[config.mk]
export PLATFORM = sky130hd
export DESIGN_NAME = quad_encoder
export DESIGN_NICKNAME = d
export VERILOG_FILES = /design/src/rtl/quad_enc_pkg.sv /design/src/rtl/quad_enc_filter.sv /design/src/rtl/quad_encoder.sv
export SDC_FILE = /design/constraint.sdc
export NUM_CORES = 1
export LEC_CHECK = 0
export CAP_MARGIN = 20
export CORE_MARGIN = 2
export CORE_UTILIZATION = 40
export DETAILED_ROUTE_END_ITERATION = 16
export PLACE_DENSITY = 0.62
export SETUP_SLACK_MARGIN = 0.3
export SLEW_MARGIN = 10
export SYNTH_ARGS = -nofsm -noshare
export SYNTH_HDL_FRONTEND = slang
export SYNTH_SLANG_ARGS = --single-unit
[constraint.sdc]
create_clock -name CLK -period 9.1 [get_ports CLK]
set_input_delay 0.91 -clock CLK [delete_from_list [all_inputs] [get_ports CLK]]
set_output_delay 0.91 -clock CLK [all_outputs]
set_load 0.005 [all_outputs]
[src/rtl/quad_enc_pkg.sv]
// Shared constants for the quadrature encoder front end: decode modes and
// the forward (A leads B) Gray sequence.
package quad_enc_pkg;

    localparam logic [1:0] MODE_X1 = 2'b00;
    localparam logic [1:0] MODE_X2 = 2'b01;
    localparam logic [1:0] MODE_X4 = 2'b10;

    // Forward sequence as {A,B}: 00 -> 10 -> 11 -> 01 -> 00
    localparam logic [1:0] AB_S0 = 2'b00;
    localparam logic [1:0] AB_S1 = 2'b10;
    localparam logic [1:0] AB_S2 = 2'b11;
    localparam logic [1:0] AB_S3 = 2'b01;

    function automatic logic [1:0] fwd_next(input logic [1:0] ab);
        logic [1:0] nxt;
        case (ab)
            AB_S0:   nxt = AB_S1;
            AB_S1:   nxt = AB_S2;
            AB_S2:   nxt = AB_S3;
            default: nxt = AB_S0;
        endcase
        return nxt;
    endfunction

endpackage

[src/rtl/quad_enc_filter.sv]
// Two-flop synchroniser followed by a FILT-cycle stability filter for one
// asynchronous encoder pin. FILT = 0 passes the synchronised level straight through.
module quad_enc_filter
    import quad_enc_pkg::*;
#(
    parameter int FILT = 4
) (
    input  logic CLK,
    input  logic RST_N,
    input  logic i_pin,
    output logic o_filt
);

    logic r_sync1;
    logic r_sync2;

    // NOTE: sequential state uses non-blocking assignments so every flop samples
    // the pre-edge value of its neighbour; blocking here would collapse the chain.
    always_ff @(posedge CLK or negedge RST_N) begin
        if (!RST_N) begin
            r_sync1 <= 1'b0;
            r_sync2 <= 1'b0;
        end else begin
            r_sync1 <= i_pin;
            r_sync2 <= r_sync1;
        end
    end

    generate
        if (FILT == 0) begin : g_bypass
            assign o_filt = r_sync2;
        end else begin : g_filter
            localparam logic [3:0] L_LAST = 4'(FILT - 1);
            logic       r_out;
            logic [3:0] r_cnt;

            // Any return to the current output level restarts the stability count.
            always_ff @(posedge CLK or negedge RST_N) begin
                if (!RST_N) begin
                    r_out <= 1'b0;
                    r_cnt <= 4'd0;
                end else if (r_sync2 == r_out) begin
                    r_cnt <= 4'd0;
                end else if (r_cnt == L_LAST) begin
                    r_out <= r_sync2;
                    r_cnt <= 4'd0;
                end else begin
                    r_cnt <= r_cnt + 4'd1;
                end
            end

            assign o_filt = r_out;
        end
    endgenerate

endmodule

[src/rtl/quad_encoder.sv]
// Quadrature encoder front end: conditions A/B/Z, decodes X1/X2/X4 steps and
// keeps a wrapping position count with direction, sticky error and index pulse.
module quad_encoder
    import quad_enc_pkg::*;
#(
    parameter int WIDTH = 16,
    parameter int FILT  = 4
) (
    input  logic             CLK,
    input  logic             RST_N,
    input  logic             A,
    input  logic             B,
    input  logic             Z,
    input  logic [1:0]       MODE,
    input  logic             IDX_EN,
    input  logic             CLR,
    output logic [WIDTH-1:0] Count,
    output logic             DIR,
    output logic             ERR,
    output logic             IDX
);

    logic       w_fa;
    logic       w_fb;
    logic       w_fz;
    logic [1:0] w_ab;
    logic [1:0] w_diff;
    logic       w_step;
    logic       w_up;
    logic       w_illegal;
    logic       w_z_rise;
    logic       w_idx_clr;

    logic [1:0] r_prev_ab;
    logic       r_prev_z;

    quad_enc_filter #(.FILT(FILT)) u_filt_a (.CLK(CLK), .RST_N(RST_N), .i_pin(A), .o_filt(w_fa));
    quad_enc_filter #(.FILT(FILT)) u_filt_b (.CLK(CLK), .RST_N(RST_N), .i_pin(B), .o_filt(w_fb));
    quad_enc_filter #(.FILT(FILT)) u_filt_z (.CLK(CLK), .RST_N(RST_N), .i_pin(Z), .o_filt(w_fz));

    assign w_ab      = {w_fa, w_fb};
    assign w_diff    = w_ab ^ r_prev_ab;
    assign w_illegal = (w_diff == 2'b11);
    assign w_z_rise  = w_fz & ~r_prev_z;
    assign w_idx_clr = IDX_EN & w_z_rise;

    // NOTE: every always_comb output gets a default first so no path infers a latch.
    always_comb begin
        w_step = 1'b0;
        w_up   = 1'b0;
        case (MODE)
            MODE_X1: begin
                if (w_diff == 2'b10 && w_ab[1]) begin
                    w_step = 1'b1;
                    w_up   = ~w_ab[0];
                end
            end
            MODE_X2: begin
                // Forward on an A edge exactly when the new A differs from B.
                if (w_diff == 2'b10) begin
                    w_step = 1'b1;
                    w_up   = w_ab[1] ^ w_ab[0];
                end
            end
            default: begin
                if (w_diff == 2'b10 || w_diff == 2'b01) begin
                    w_step = 1'b1;
                    w_up   = (w_ab == fwd_next(r_prev_ab));
                end
            end
        endcase
    end

    always_ff @(posedge CLK or negedge RST_N) begin
        if (!RST_N) begin
            r_prev_ab <= 2'b00;
            r_prev_z  <= 1'b0;
            Count     <= '0;
            DIR       <= 1'b1;
            ERR       <= 1'b0;
            IDX       <= 1'b0;
        end else begin
            r_prev_ab <= w_ab;
            r_prev_z  <= w_fz;
            IDX       <= w_z_rise;
            // Clears outrank a step; a step coinciding with a clear is dropped.
            if (CLR) begin
                Count <= '0;
                ERR   <= 1'b0;
            end else begin
                if (w_illegal) begin
                    ERR <= 1'b1;
                end
                if (w_idx_clr) begin
                    Count <= '0;
                end else if (w_step) begin
                    Count <= w_up ? Count + WIDTH'(1) : Count - WIDTH'(1);
                    DIR   <= w_up;
                end
            end
        end
    end

endmodule

==> flow_results.xml, run 1 <==
<?xml version="1.0" encoding="UTF-8"?>
<metrics>
  <group name="logic_synthesis">
    <metric name="synth_edf_count" unit="">0</metric>
    <metric name="mapped_cell_area" unit="mm2">0.00245</metric>
    <metric name="synth_largest_type_area_fraction" unit="%">42.8</metric>
    <metric name="yosys.cell_count.top_type" unit="">dfrtp_1</metric>
    <metric name="synthCells" unit="">249</metric>
    <metric name="synthDominantAreaCellType" unit="">dfrtp_1</metric>
    <metric name="yosys-top-cells-area" unit="">dfrtp_1 (43%), ha_1 (9.7%), a21oi_1 (4.3%), xnor2_1 (3.6%), nand2_1 (3.1%)</metric>
    <metric name="synth.top_cells.by_count" unit="">dfrtp_1 (42), a21oi_1 (21), nand2_1 (20), ha_1 (19), nor2_1 (18)</metric>
    <metric name="postSynthNetCount" unit="">278</metric>
    <metric name="synthFlopType" unit="">dfrtp_1</metric>
    <metric name="post_synth_num_cell_types" unit="">47</metric>
    <metric name="synthArstFlopShare" unit="%">100</metric>
    <metric name="synth.ff_latch_count" unit="">43</metric>
    <metric name="postSynthAreaPerCell" unit="um2">9.86</metric>
    <metric name="yosysSeqAreaShare" unit="%">43.9</metric>
    <metric name="ys.warnings.count" unit="">0</metric>
  </group>
  <group name="timing">
    <metric name="final.setup.worst_slack" unit="ns">5.62</metric>
    <metric name="clock_skew" unit="ns">0.00320</metric>
    <metric name="fin_setup_tns" unit="ns">0</metric>
    <metric name="maxSlewHeadroom" unit="%">29.8</metric>
    <metric name="timing.final.setup_violations" unit="">0</metric>
    <metric name="timing.final.crit_period" unit="ns">3.48</metric>
    <metric name="hold_violation_total_from_the_final_report" unit="">0</metric>
    <metric name="layout_worst_path_cycle_share" unit="%">38.3</metric>
    <metric name="worst-slew-pin-transition" unit="ns">1.05</metric>
    <metric name="clock.fmax" unit="MHz">287</metric>
    <metric name="timing_max_transition_violations_final" unit="">0</metric>
    <metric name="grt_setup_unrepaired" unit="">false</metric>
  </group>
  <group name="global_route">
    <metric name="globalRouteOverflowTotal" unit="">0</metric>
    <metric name="grt_max_degree" unit="">44</metric>
    <metric name="global_route_wire_length_before_repair" unit="mm">8.57</metric>
    <metric name="track_usage" unit="%">16.7</metric>
    <metric name="antenna_found_initial" unit="">0</metric>
    <metric name="grt_pass1_vias" unit="">1804</metric>
  </group>
  <group name="clock_network">
    <metric name="cts-htree-levels" unit="">2</metric>
    <metric name="cts_setup_buffers" unit="">0</metric>
    <metric name="cts_buffers" unit="">5</metric>
    <metric name="cts.repair.resized" unit="">0</metric>
    <metric name="cts_tree" unit="">yes</metric>
    <metric name="clock-sinks" unit="">43</metric>
    <metric name="clkLatencyLatePin" unit="ns">0.30</metric>
    <metric name="clkSlewWorstSetupHoldPaths" unit="ns">0.08</metric>
    <metric name="cts_hold_repair.buffers" unit="">0</metric>
    <metric name="clock_path_buffers" unit="">2</metric>
    <metric name="cts.root.buffer_cell" unit="">clkbuf_8</metric>
  </group>
  <group name="pwr">
    <metric name="vdd_ir_drop_max" unit="uV">207</metric>
    <metric name="cellLeakagePower" unit="uW">0.00125</metric>
    <metric name="p_per_area" unit="mW/mm2">414</metric>
  </group>
  <group name="die">
    <metric name="top_level_ports" unit="">28</metric>
    <metric name="core" unit="mm2">0.00592</metric>
    <metric name="dieArea" unit="mm2">0.00678</metric>
    <metric name="start_util" unit="%">41.5</metric>
    <metric name="core.rowCount" unit="">28</metric>
    <metric name="dieHeight" unit="um">82.3</metric>
    <metric name="die-width" unit="um">82.3</metric>
  </group>
  <group name="cells_and_area">
    <metric name="number_of_filler_instances_in_the_final_layout" unit="">574</metric>
    <metric name="layout-drive-gt1-share" unit="%">7.12</metric>
    <metric name="multi_input_comb_area" unit="mm2">0.00133</metric>
    <metric name="area.growth.synth_to_final" unit="%">19.2</metric>
    <metric name="num_antenna_cells" unit="">0</metric>
    <metric name="regArea" unit="mm2">0.00108</metric>
    <metric name="finish.net_count" unit="">309</metric>
  </group>
  <group name="run">
    <metric name="max_cap_viols" unit="">0</metric>
  </group>
  <group name="worst_setup_path">
    <metric name="worst_ep_arrival_time" unit="ns">3.66</metric>
    <metric name="setup.reg_to_reg.worst_slack" unit="ns">5.81</metric>
    <metric name="crit_required" unit="ns">9.28</metric>
    <metric name="worstSetupPathType" unit="">in2reg</metric>
    <metric name="worst_r2r_startpoint" unit="">u_filt_b.o_filt</metric>
    <metric name="worst_setup_path_end_kind" unit="">flop</metric>
    <metric name="startpoint" unit="">MODE[1]</metric>
    <metric name="critical_path.max_fanout" unit="">18</metric>
    <metric name="worst-r2r-cell-count" unit="">12</metric>
    <metric name="worst_r2r_endpoint" unit="">Count[13]</metric>
    <metric name="critPathLaunchType" unit="">input pin</metric>
  </group>
  <group name="detailed_routing">
    <metric name="firstDrtPassIters" unit="">4</metric>
    <metric name="postRouteWirelength" unit="mm">4.94</metric>
    <metric name="mean_number_of_vias_per_cell" unit="">5.35</metric>
    <metric name="post_drt_wl_per_cell" unit="um">13.9</metric>
    <metric name="drt_iter0_drc" unit="">117</metric>
    <metric name="via_count" unit="">1904</metric>
    <metric name="remaining_drc_errors" unit="">0</metric>
    <metric name="final_antenna_net_count" unit="">0</metric>
  </group>
  <group name="worst_hold_path">
    <metric name="worstHoldStart" unit="">u_filt_a.r_sync1</metric>
    <metric name="hold-path-endpoint" unit="">u_filt_a.r_sync2</metric>
    <metric name="hold_path_class" unit="">reg2reg</metric>
    <metric name="whs_path_depth" unit="">0</metric>
  </group>
  <group name="place">
    <metric name="preCtsSetupSlack" unit="ns">5.33</metric>
    <metric name="routabilityCongestion" unit="">0.849</metric>
    <metric name="dp_hpwl" unit="mm">3.53</metric>
    <metric name="io_buffers" unit="">27</metric>
  </group>
  <group name="outcome">
    <metric name="outcome" unit="">finished clean</metric>
  </group>
</metrics>
## worst max-delay path by stage
stage	slack [ns]	cells past startpoint	end
after floorplan	5.49	9	Count[13]
after global placement	5.44	12	Count[15]
after detailed placement	5.33	12	Count[13]
after CTS	5.64	12	Count[13]
after global routing	5.36	12	Count[13]
final	5.62	12	Count[13]
## metal layers
layer  GRT usage, %  share of wire [%]  vias to the layer above
met2           25.4                 46                       34
met1           23.5                 49                      908
met4           5.00                1.3                        0
li1               -                  -                      956
met5              0                  0                        -
met3           3.80                4.0                        6
## cell type report
class / count / share of cell area [%]
clock buffers: 6 / 2.48
flip-flops and latches: 43 / 36.8
clock inverters: 2 / 1.28
multi-input cells: 194 / 45.3
inverters: 7 / 0.898
repair buffers: 29 / 10.0
well taps: 75 / 3.21
## through the flow
stage | total power, uW | utilization, % | instances | cell area [um2] | hold WS (ns)
2_1_floorplan | 878 | - | 249 | 2450 | 0.331
3_3_place_gp | 1050 | 47.2 | 347 | 2800 | 0.332
3_5_place_dp | 1060 | 47.2 | 347 | 2800 | 0.339
4_1_cts | 1220 | 49.1 | 355 | 2910 | 0.359
5_1_grt | 1340 | 49.4 | 356 | 2930 | 0.377
6_report | 1210 | 49.4 | 356 | 2930 | 0.363
## cells in the final DEF, fill, tap and decap left out, drive strengths merged, types with 3 or more instances in the layout
cell type,Yosys,layout
inv,7,7
nand3,8,8
xnor2,10,10
nor3,6,6
a211oi,5,5
mux2,3,3
or3,3,3
xor2,7,7
nand2,20,20
nand3b,5,5
nor3b,3,3
clkbuf,2,6
ha,19,19
a21o,4,4
o21ai,18,18
nor2b,8,8
nor2,18,18
a21oi,23,23
clkdlybuf4s50,0,26
nand2b,5,5
dfrtp,42,42
buf,3,3
and2,3,3
## critical path, cell delays in order
cell             delay, ns
clkdlybuf4s50_1       0.49
nand2b_1              0.16
a21oi_1               0.06
a31oi_1               0.13
buf_4                 0.25
ha_1                  0.28
a211oi_1              0.39
o21ai_1               0.18
a41oi_1               0.41
a22oi_1               0.17
xnor2_1               0.16
o21ai_1               0.07
## logic make-up after synthesis
group	after synthesis	synth area share, %
XOR/XNOR	17	6.07
buffers and inverters	12	2.09
AND/OR/NAND/NOR	86	18.2
adder cells (fa/ha/maj)	20	10.5
multiplexers	3	1.38
flip-flops	43	43.9
AO/OA/AOI/OAI	68	17.8
## flip-flops by register name (all words and copies together) (netlist names), 2 cells and up
signal                   flops
Count                       16
u_filt_b.g_filter.r_cnt      4
r_prev_ab                    2
u_filt_a.g_filter.r_cnt      4
u_filt_z.g_filter.r_cnt      4
## where the power goes
part           internal, uW  switching (uW)
Combinational           346             430
Sequential              243            41.4
Clock                  82.0            68.6
Total                   671             540
Power figures use the tool's default switching activity.
==> run 2, diff against run 1 <==
Settings changed: PLACE_DENSITY 0.62 to 0.64.
Clock period 9.1 ns to 3.2 ns, I/O delays scaled along.
==> flow_results.xml, run 2 (synthesis gave the netlist of run 1 again) <==
<?xml version="1.0" encoding="UTF-8"?>
<metrics>
  <group name="timing">
    <metric name="clock_skew" unit="ns">0.00608</metric>
    <metric name="layout_worst_path_cycle_share" unit="%">94.1</metric>
    <metric name="worst-slew-pin-transition" unit="ns">0.944</metric>
    <metric name="maxSlewHeadroom" unit="%">37.1</metric>
    <metric name="timing_max_transition_violations_final" unit="">0</metric>
    <metric name="grt_setup_unrepaired" unit="">true</metric>
    <metric name="fin_setup_tns" unit="ns">0</metric>
    <metric name="timing.final.setup_violations" unit="">0</metric>
    <metric name="timing.final.crit_period" unit="ns">3.01</metric>
    <metric name="hold_violation_total_from_the_final_report" unit="">0</metric>
    <metric name="clock.fmax" unit="MHz">332</metric>
  </group>
  <group name="worst_setup_path">
    <metric name="critPathLaunchType" unit="">flop</metric>
    <metric name="worst_path_largest_cell_delay" unit="ns">0.41</metric>
    <metric name="critical-path-top-cell-by-count" unit="">ha_4</metric>
    <metric name="worst_setup_path_end_kind" unit="">flop</metric>
    <metric name="critical-path-top-delay-family" unit="">simple AND/OR/NAND/NOR gates</metric>
    <metric name="crit_slowest_cell" unit="">dfrtp_1</metric>
    <metric name="cp_num_buf_inv" unit="">2</metric>
    <metric name="worstPathCellList" unit="">xnor2_2, ha_4, nor2b_4, buf_6, a31oi_4, buf_12, ha_4, and3_4, and4_1, nand4_1, and4_4, or3_1, a21oi_1</metric>
    <metric name="crit_required" unit="ns">3.43</metric>
    <metric name="worstSetupPathType" unit="">reg2reg</metric>
    <metric name="setup.reg_to_reg.worst_slack" unit="ns">0.19</metric>
    <metric name="critical_path.max_fanout" unit="">6</metric>
    <metric name="worst_ep_arrival_time" unit="ns">3.24</metric>
  </group>
  <group name="global_route">
    <metric name="grt_max_degree" unit="">44</metric>
    <metric name="antenna_found_initial" unit="">0</metric>
    <metric name="grt_pass1_vias" unit="">1985</metric>
    <metric name="track_usage" unit="%">17.9</metric>
    <metric name="globalRouteOverflowTotal" unit="">0</metric>
    <metric name="global_route_wire_length_before_repair" unit="mm">9.23</metric>
  </group>
  <group name="clock_network">
    <metric name="clock-sinks" unit="">43</metric>
    <metric name="cts.root.buffer_cell" unit="">clkbuf_8</metric>
    <metric name="clkSlewWorstSetupHoldPaths" unit="ns">0.09</metric>
    <metric name="cts-htree-levels" unit="">2</metric>
    <metric name="cts_tree" unit="">yes</metric>
    <metric name="clock_path_buffers" unit="">2</metric>
    <metric name="cts_buffers" unit="">5</metric>
    <metric name="clkLatencyLatePin" unit="ns">0.30</metric>
    <metric name="cts_hold_repair.buffers" unit="">0</metric>
  </group>
  <group name="cells_and_area">
    <metric name="largest_reg_flops" unit="">16</metric>
    <metric name="layout-drive-gt1-share" unit="%">28.6</metric>
    <metric name="num_antenna_cells" unit="">0</metric>
    <metric name="number_of_filler_instances_in_the_final_layout" unit="">488</metric>
    <metric name="largest-register" unit="">Count</metric>
    <metric name="multi_input_comb_area" unit="mm2">0.00164</metric>
    <metric name="layout_commonest_cell" unit="">dfrtp_1</metric>
    <metric name="finish.net_count" unit="">343</metric>
    <metric name="fin_util" unit="%">59.0</metric>
    <metric name="area.growth.synth_to_final" unit="%">42.4</metric>
    <metric name="regArea" unit="mm2">0.00108</metric>
    <metric name="layout.cells.most_common_list" unit="">dfrtp_1 (42), buf_4 (28), clkdlybuf4s50_1 (26)</metric>
  </group>
  <group name="detailed_routing">
    <metric name="final_antenna_net_count" unit="">0</metric>
    <metric name="drt_iter0_drc" unit="">52</metric>
    <metric name="remaining_drc_errors" unit="">0</metric>
    <metric name="mean_number_of_vias_per_cell" unit="">5.35</metric>
    <metric name="firstDrtPassIters" unit="">4</metric>
    <metric name="postRouteWirelength" unit="mm">5.79</metric>
    <metric name="via_count" unit="">2086</metric>
    <metric name="post_drt_wl_per_cell" unit="um">14.8</metric>
  </group>
  <group name="die">
    <metric name="core.rowCount" unit="">28</metric>
    <metric name="start_util" unit="%">41.5</metric>
    <metric name="dieHeight" unit="um">82.3</metric>
    <metric name="die-width" unit="um">82.3</metric>
    <metric name="core" unit="mm2">0.00592</metric>
    <metric name="dieArea" unit="mm2">0.00678</metric>
    <metric name="top_level_ports" unit="">28</metric>
  </group>
  <group name="run">
    <metric name="max_cap_viols" unit="">0</metric>
  </group>
  <group name="worst_hold_path">
    <metric name="hold_path_class" unit="">in2async</metric>
  </group>
  <group name="place">
    <metric name="dp_hpwl" unit="mm">3.56</metric>
    <metric name="io_buffers" unit="">27</metric>
    <metric name="routabilityCongestion" unit="">0.884</metric>
  </group>
  <group name="outcome">
    <metric name="outcome" unit="">finished clean</metric>
  </group>
</metrics>
==> run 2: changes by cell type in the layout (fill, tap and decap cells not counted), sizes merged <==
cell    change
buf        +33
a31oi       +1
clkinv      +1
bufinv      -1
==> run 2: area by class of cell <==
cell class	count	share of cell area, %
multi-input combinational	195	46.8
sequential	43	30.8
tap	75	2.69
clock buffer	6	2.36
clock inverter	2	0.465
inverter	7	0.752
timing repair buffer	62	16.1
==> run 2: repair_timing <==
action / CTS / global route
hold endpoints to repair: 0 / 0
resized for setup: 31 / 19
pin swaps: 24 / 12
setup buffers: 15 / 3
cloned: 1 / 0
endpoints found under the setup margin: 9 / 10
==> run 2: worst reg2reg max path: cells and delay by family, from the launching register on <==
family	cells	cell delay [ns]
and+or+nand+nor	6	1.13
buffers and inverters	2	0.31
adders and majority gates	2	0.51
AOI/OAI and AO/OA	2	0.32
xor gates and xnor gates	1	0.24
DFF	1	0.41
==> run 2: worst paths after layout <==
| path | from | endpoint | depth (start not counted) |
|---|---|---|---|
| setup / recovery | u_filt_b.o_filt | Count[15] | 13 |
| hold / removal | RST_N | u_filt_b.g_filter.r_cnt[3] | 1 |
| setup reg to reg | u_filt_b.o_filt | Count[15] | 13 |
| hold reg to reg | u_filt_b.r_sync1 | u_filt_b.r_sync2 | 0 |
| max in group asynchronous | RST_N | u_filt_z.r_sync2 | 1 |
| min in group CLK | u_filt_b.r_sync1 | u_filt_b.r_sync2 | 0 |
==> run 2: routing by layer <==
metal  track usage, %  routed length, um  up-vias
met5                0                  0        -
met4             7.67                120        0
met3             2.50                153       14
met2             30.4               2860       44
met1             22.8               2660     1001
li1                 -                  -     1027
==> run 2: through the flow <==
step | cell area [um2] | hold slack [ns] | worst slack, ns | cells
6_report | 3490 | 0.158 | 0.189 | 390
5_1_grt | 3490 | 0.239 | 0.0250 | 390
2_1_floorplan | 2480 | 0.0244 | 0.245 | 249
4_1_cts | 3370 | 0.198 | 0.199 | 387
3_3_place_gp | 2940 | 0.333 | 0.0644 | 363
3_5_place_dp | 2940 | 0.336 | 0.0148 | 363
Power of run 2 is left out: the tool's default activity adds up to more than one toggle a clock period on the data nets, which glitch-free logic cannot reach.
